**config.mk**
```make
export PLATFORM = sky130hd
export DESIGN_NAME = miner_run_monitor
export DESIGN_NICKNAME = d
export VERILOG_FILES = /design/src/rtl/miner_run_monitor.sv
export SDC_FILE = /design/constraint.sdc
export NUM_CORES = 1
export LEC_CHECK = 0
export ABC_AREA = 1
export BUFFER_PORTS_ARGS = -buffer_cell sky130_fd_sc_hd__buf_4
export CAP_MARGIN = 0
export CELL_PAD_IN_SITES_DETAIL_PLACEMENT = 1
export CELL_PAD_IN_SITES_GLOBAL_PLACEMENT = 2
export CORE_ASPECT_RATIO = 0.9
export CORE_MARGIN = 2
export CORE_UTILIZATION = 30
export CTS_BUF_LIST = sky130_fd_sc_hd__clkbuf_8
export DETAILED_ROUTE_END_ITERATION = 10
export GPL_TIMING_DRIVEN = 1
export PLACE_DENSITY_LB_ADDON = 0.1
export SYNTH_ARGS = -nofsm -noshare
export SYNTH_HDL_FRONTEND = slang
export SYNTH_SLANG_ARGS = --single-unit
```
**constraint.sdc**
```tcl
create_clock -name clk -period 4.01 [get_ports clk]
set_input_delay 0.802 -clock clk [delete_from_list [all_inputs] [get_ports clk]]
set_output_delay 0.802 -clock clk [all_outputs]
set_load 0.03 [all_outputs]
```
**src/rtl/miner_run_monitor.sv**
```systemverilog
// Run controller for the miner harness: sequences core reset, counts run
// cycles, tracks per-core completion and the first finisher, ends on all-done
// or timeout, and drives an outcome LED.
//
// Optional build macro: RUN_MONITOR_LATENCY_EN (per-core latency registers).
//
// Ports:
//   clk, reset     - rising-edge clock, synchronous active-high reset
//   start          - begin/restart a run (level)
//   done_in        - per-core done flags
//   core_reset     - reset to all cores (bits identical)
//   busy/all_done/timeout - RSEQ|RUN / DONE / TMO indicators
//   cycle_count    - run cycles elapsed
//   done_mask      - sticky per-core completion
//   winner_valid/winner_idx - first completing core
//   latency        - per-core completion cycle (zero unless macro defined)
//   status_led     - outcome indicator
module miner_run_monitor #(
    parameter int CHANNELS     = 4,
    parameter int CNT_W        = 32,
    parameter int RESET_CYCLES = 4,
    parameter int TIMEOUT      = 250,
    parameter int BLINK_W      = 24,
    localparam int IDX_W = (CHANNELS > 1) ? $clog2(CHANNELS) : 1
) (
    input  logic                      clk,
    input  logic                      reset,
    input  logic                      start,
    input  logic [CHANNELS-1:0]       done_in,
    output logic [CHANNELS-1:0]       core_reset,
    output logic                      busy,
    output logic                      all_done,
    output logic                      timeout,
    output logic [CNT_W-1:0]          cycle_count,
    output logic [CHANNELS-1:0]       done_mask,
    output logic                      winner_valid,
    output logic [IDX_W-1:0]          winner_idx,
    output logic [CHANNELS*CNT_W-1:0] latency,
    output logic                      status_led
);

    typedef enum logic [2:0] {IDLE, RSEQ, RUN, DONE, TMO} state_t;

    localparam logic [31:0]      RSEQ_LAST = 32'(RESET_CYCLES - 1);
    localparam logic [CNT_W-1:0] TMO_LAST  = CNT_W'(TIMEOUT - 1);

    state_t              state_q, state_d;
    logic [31:0]         rseq_q, rseq_d;
    logic [CNT_W-1:0]    cnt_q, cnt_d;
    logic [CHANNELS-1:0] mask_q, mask_d;
    logic                wv_q, wv_d;
    logic [IDX_W-1:0]    idx_q, idx_d;
    logic [BLINK_W-1:0]  div_q;
    logic [IDX_W-1:0]    first_idx;
    logic                clear;

    // Lowest set index of done_in: descending scan, last hit wins.
    always_comb begin
        first_idx = '0;
        for (int i = CHANNELS - 1; i >= 0; i--) begin
            if (done_in[i]) first_idx = IDX_W'(i);
        end
    end

    always_comb begin
        state_d = state_q;
        rseq_d  = rseq_q;
        unique case (state_q)
            IDLE, DONE, TMO: begin
                if (start) begin
                    state_d = RSEQ;
                    rseq_d  = '0;
                end
            end
            RSEQ: begin
                if (rseq_q == RSEQ_LAST) state_d = RUN;
                else                     rseq_d  = rseq_q + 32'd1;
            end
            RUN: begin
                if (&(mask_q | done_in))  state_d = DONE;
                else if (cnt_q == TMO_LAST) state_d = TMO;
            end
            default: state_d = IDLE;
        endcase
    end

    // Results are cleared on entry to RSEQ so they read zero from its first cycle.
    assign clear = (state_q == RSEQ) || (state_d == RSEQ);

    always_comb begin
        cnt_d  = cnt_q;
        mask_d = mask_q;
        wv_d   = wv_q;
        idx_d  = idx_q;
        if (clear) begin
            cnt_d  = '0;
            mask_d = '0;
            wv_d   = 1'b0;
            idx_d  = '0;
        end else if (state_q == RUN) begin
            mask_d = mask_q | done_in;
            if (!wv_q && (|done_in)) begin
                wv_d  = 1'b1;
                idx_d = first_idx;
            end
            // The count freezes on the deciding cycle of the run.
            if (state_d == RUN && cnt_q != '1) cnt_d = cnt_q + 1'b1;
        end
    end

    always_ff @(posedge clk) begin
        if (reset) begin
            state_q <= IDLE;
            rseq_q  <= '0;
            cnt_q   <= '0;
            mask_q  <= '0;
            wv_q    <= 1'b0;
            idx_q   <= '0;
            div_q   <= '0;
        end else begin
            state_q <= state_d;
            rseq_q  <= rseq_d;
            cnt_q   <= cnt_d;
            mask_q  <= mask_d;
            wv_q    <= wv_d;
            idx_q   <= idx_d;
            div_q   <= div_q + 1'b1;
        end
    end

`ifdef RUN_MONITOR_LATENCY_EN
    logic [CHANNELS*CNT_W-1:0] lat_q, lat_d;

    // A slice is written only while its mask bit is clear: once per run.
    always_comb begin
        lat_d = lat_q;
        if (clear) begin
            lat_d = '0;
        end else if (state_q == RUN) begin
            for (int i = 0; i < CHANNELS; i++) begin
                if (done_in[i] && !mask_q[i]) lat_d[i*CNT_W +: CNT_W] = cnt_q;
            end
        end
    end

    always_ff @(posedge clk) begin
        if (reset) lat_q <= '0;
        else       lat_q <= lat_d;
    end

    assign latency = lat_q;
`else
    assign latency = '0;
`endif

    always_comb begin
        status_led = 1'b0;
        unique case (state_q)
            RSEQ, RUN: status_led = div_q[BLINK_W-1];
            DONE:      status_led = 1'b1;
            TMO:       status_led = div_q[BLINK_W-3];
            default:   status_led = 1'b0;
        endcase
    end

    assign core_reset   = {CHANNELS{(state_q == IDLE) || (state_q == RSEQ)}};
    assign busy         = (state_q == RSEQ) || (state_q == RUN);
    assign all_done     = (state_q == DONE);
    assign timeout      = (state_q == TMO);
    assign cycle_count  = cnt_q;
    assign done_mask    = mask_q;
    assign winner_valid = wv_q;
    assign winner_idx   = idx_q;

endmodule

```
==> summary.txt <==
Status
  – Status: finished clean

Synth
  – Most common cell in the netlist: nand2_1
  – EDFF count, synth: 0
  – Area leader, netlist: dfxtp_1
  – FF+latch count, synth: 98
  – Seq/Total Area, Yosys: 28.2%
  – Library cells used by synthesis: 36
  – Async SR Flop Fraction: 0%
  – Post-Syn Area: 0.00697 mm^2
  – Ys flop type: dfxtp_1
  – Gate Count Post-Synth: 1132
  – Most instantiated cells after synthesis: nand2_1, nor2_1, buf_4
  – Post-synth top area share: 28.2%
  – Ys Warns: 0
  – Syn avg cell area: 6.15 um^2
  – Area contributors post-synth: dfxtp_1, buf_4, nand2_1

Worst setup path
  – Reg2reg path depth: 10
  – Crit path arrival time: 2.06 ns
  – Critical-path cell list: inv_1 > nor3_4 > buf_4 > inv_1 > o21ai_0 > buf_4
  – Worst Path Required: 3.21 ns
  – CP bufs+invs: 4
  – Reg-to-Reg Start: cycle_count[0]
  – Max incr delay on CP: 0.37 ns
  – Crit path to: core_reset[2]
  – Flop-to-flop setup slack: 1.31 ns
  – Top delay family on crit path: buffers and inverters
  – Peak fanout along the critical path: 32
  – Critical Path Start Type: flop
  – Reg2reg end: cycle_count[0]
  – Worst Setup End Kind: primary output
  – Crit path kind: flop to primary output
  – CP max stage cell: dfxtp_1
  – CP Depth: 6
  – Crit path launch: state_q[0]

Timing
  – Min Tclk post-route: 2.86 ns
  – Final Cycle Share: 71.4%
  – Slew Limit Fails: 0
  – Worst rel slew slack: 48.8%
  – Fmax: 349 MHz
  – Setup tns final: 0 ns
  – RSZ-0062 raised after global routing: false
  – Worst Skew: 0.0147 ns
  – Final setup vio count: 0
  – Slew @ Worst Pin: 0.761 ns
  – Final Hold Vio Count: 0

Job
  – Max-capacitance violation count: 0

Placement
  – Final RePlAce weighted congestion: 0.784
  – Placed Cells incl. Taps: 1454
  – Post-DP HPWL: 15.6 mm
  – I/O Buffers: 53

Die
  – Top Ports: 182
  – Placeable Area: 0.0226 mm^2
  – Die ar.: 0.0245 mm^2
  – Die width: 165 um
  – Row Count: 52
  – Die height: 149 um
  – Initial Utilization: 30.8%

Finish
  – Fin nets: 1179
  – Final non-filler cell total: 1470
  – Footprint of the multi-input gates: 0.00385 mm^2
  – Antenna diodes: 0
  – Number of fill cells: 3045
  – Area growth syn-to-layout: 5.41%
  – Register area: 0.00196 mm^2
  – Fraction of layout cells with a size suffix above 1: 8.01%

Clocking
  – Clock root buffer: clkbuf_8
  – Total CTS buffers: 9
  – # resized after CTS: 0
  – H-tree levels: 3
  – Register clock-pin slew on the reported worst setup and hold paths: 0.12 ns
  – Clk Latency, worst-skew pair: 0.40 ns
  – Clock Path Buffers: 2
  – CTS tree: done
  – Clock sinks: 98
  – # Post-CTS Setup Buffers: 0
  – Cts hold-fix bufs: 0

Drt
  – WL/cell: 14.1 um
  – Drt drc: 0
  – DR vias/cell: 4.53
  – Final WL: 20.7 mm
  – Iteration-0 DRC Markers: 380
  – DR pass1 iterations: 6
  – Routed via count: 6653
  – ANT nets after route: 0

Pwr
  – PwrDens: 274 mW/mm^2
  – Total Power: 2.01 mW
  – LEAKAGE: 3.05 nW
  – Max VDD drop: 0.146 mV

GRT
  – Vias in the first global route: 6237
  – Largest net degree at the start of global routing: 53
  – Gr usage total: 17.0%
  – GR Overflow Total: 0
  – First-pass GRT wire length: 33.0 mm
  – Initial antenna violation count: 0

Hold path
  – Worst min-delay path class: flop to flop
  – Hold Path Cell Cnt: 1
## cell families after synthesis
family	count (synthesis)	synth area share, %
AO/OA/AOI/OAI	87	6.57
XOR/XNOR	7	0.880
adder cells (fa/ha/maj)	4	0.719
buffers and inverters	299	23.6
flip-flops	98	28.2
other	1	0.0538
AND/OR/NAND/NOR	636	40.0
## worst min-delay path by stage
stage	start	end	slack, ns
after global placement	div_q[0]	div_q[0]	0.43
after global routing	div_q[0]	div_q[0]	0.49
after detailed placement	div_q[0]	div_q[0]	0.44
final	div_q[0]	div_q[0]	0.47
after floorplan	div_q[0]	div_q[0]	0.42
after CTS	div_q[0]	div_q[0]	0.47
## cell type report
type	instances	share of cell area [%]
well taps	297	5.06
flip-flops and latches	98	26.7
inverters	140	7.16
repair buffers	57	5.83
clock inverters	7	1.14
multi-input cells	862	52.4
clock buffers	9	1.69
## report_power, final
group          internal (mW)  switching [mW]
sequential             0.978         0.00356
clock                  0.300           0.429
combinational         0.0323           0.265
total                   1.31           0.698
## metal layers
metal / global-route usage, % / routed length [um] / vias to the layer above
met1: 25.6 / 11000 / 3082
li1: - / - / 3418
met5: 0 / 0 / -
met2: 25.8 / 8740 / 145
met4: 3.26 / 119 / 0
met3: 2.51 / 908 / 8
## layout by cell type (no fill, tap or decap), types with 3 or more instances in the layout
cell type and instances:
nand3b_1 9, nand3_1 83, nand2_1 257, nand4_1 50, nor2_2 3, xor2_1 6
clkbuf_8 9, or2_2 7, a21oi_1 57, nor4_1 12, dfxtp_1 98, o21ai_0 20
conb_1 128, inv_2 5, nor2_1 186, inv_1 134, nor3_1 19, ha_1 4
buf_4 57
## registers in the layout, summed over array words and instances, names as in the netlist
register / flops
state_q: 3
done_mask: 4
winner_valid: 1
rseq_q: 32
div_q: 24
cycle_count: 32
winner_idx: 2
## per-stage QoR
step | setup slack [ns] | utilization [%] | hold slack, ns | instance area [um^2]
final | 1.15 | 32.4 | 0.466 | 7340
after global routing | 0.959 | 32.4 | 0.495 | 7340
after CTS | 1.10 | 32.4 | 0.465 | 7340
after detailed placement | 1.10 | 31.5 | 0.440 | 7130
after global placement | 1.17 | 31.5 | 0.432 | 7130
after floorplan | 1.57 | - | 0.418 | 7440
## worst register-to-register path: stages (launching register included)
cell and delay, ns:
dfxtp_1 0.48, ha_1 0.26, nand2_1 0.07, nor2_1 0.24, nand2_1 0.14, nor2_1 0.17, nand4_1 0.53, nand4_1 0.51
nand2_1 0.10, nand2_1 0.08, nor2_1 0.04
Note: power is estimated with default switching activity, not from simulation.
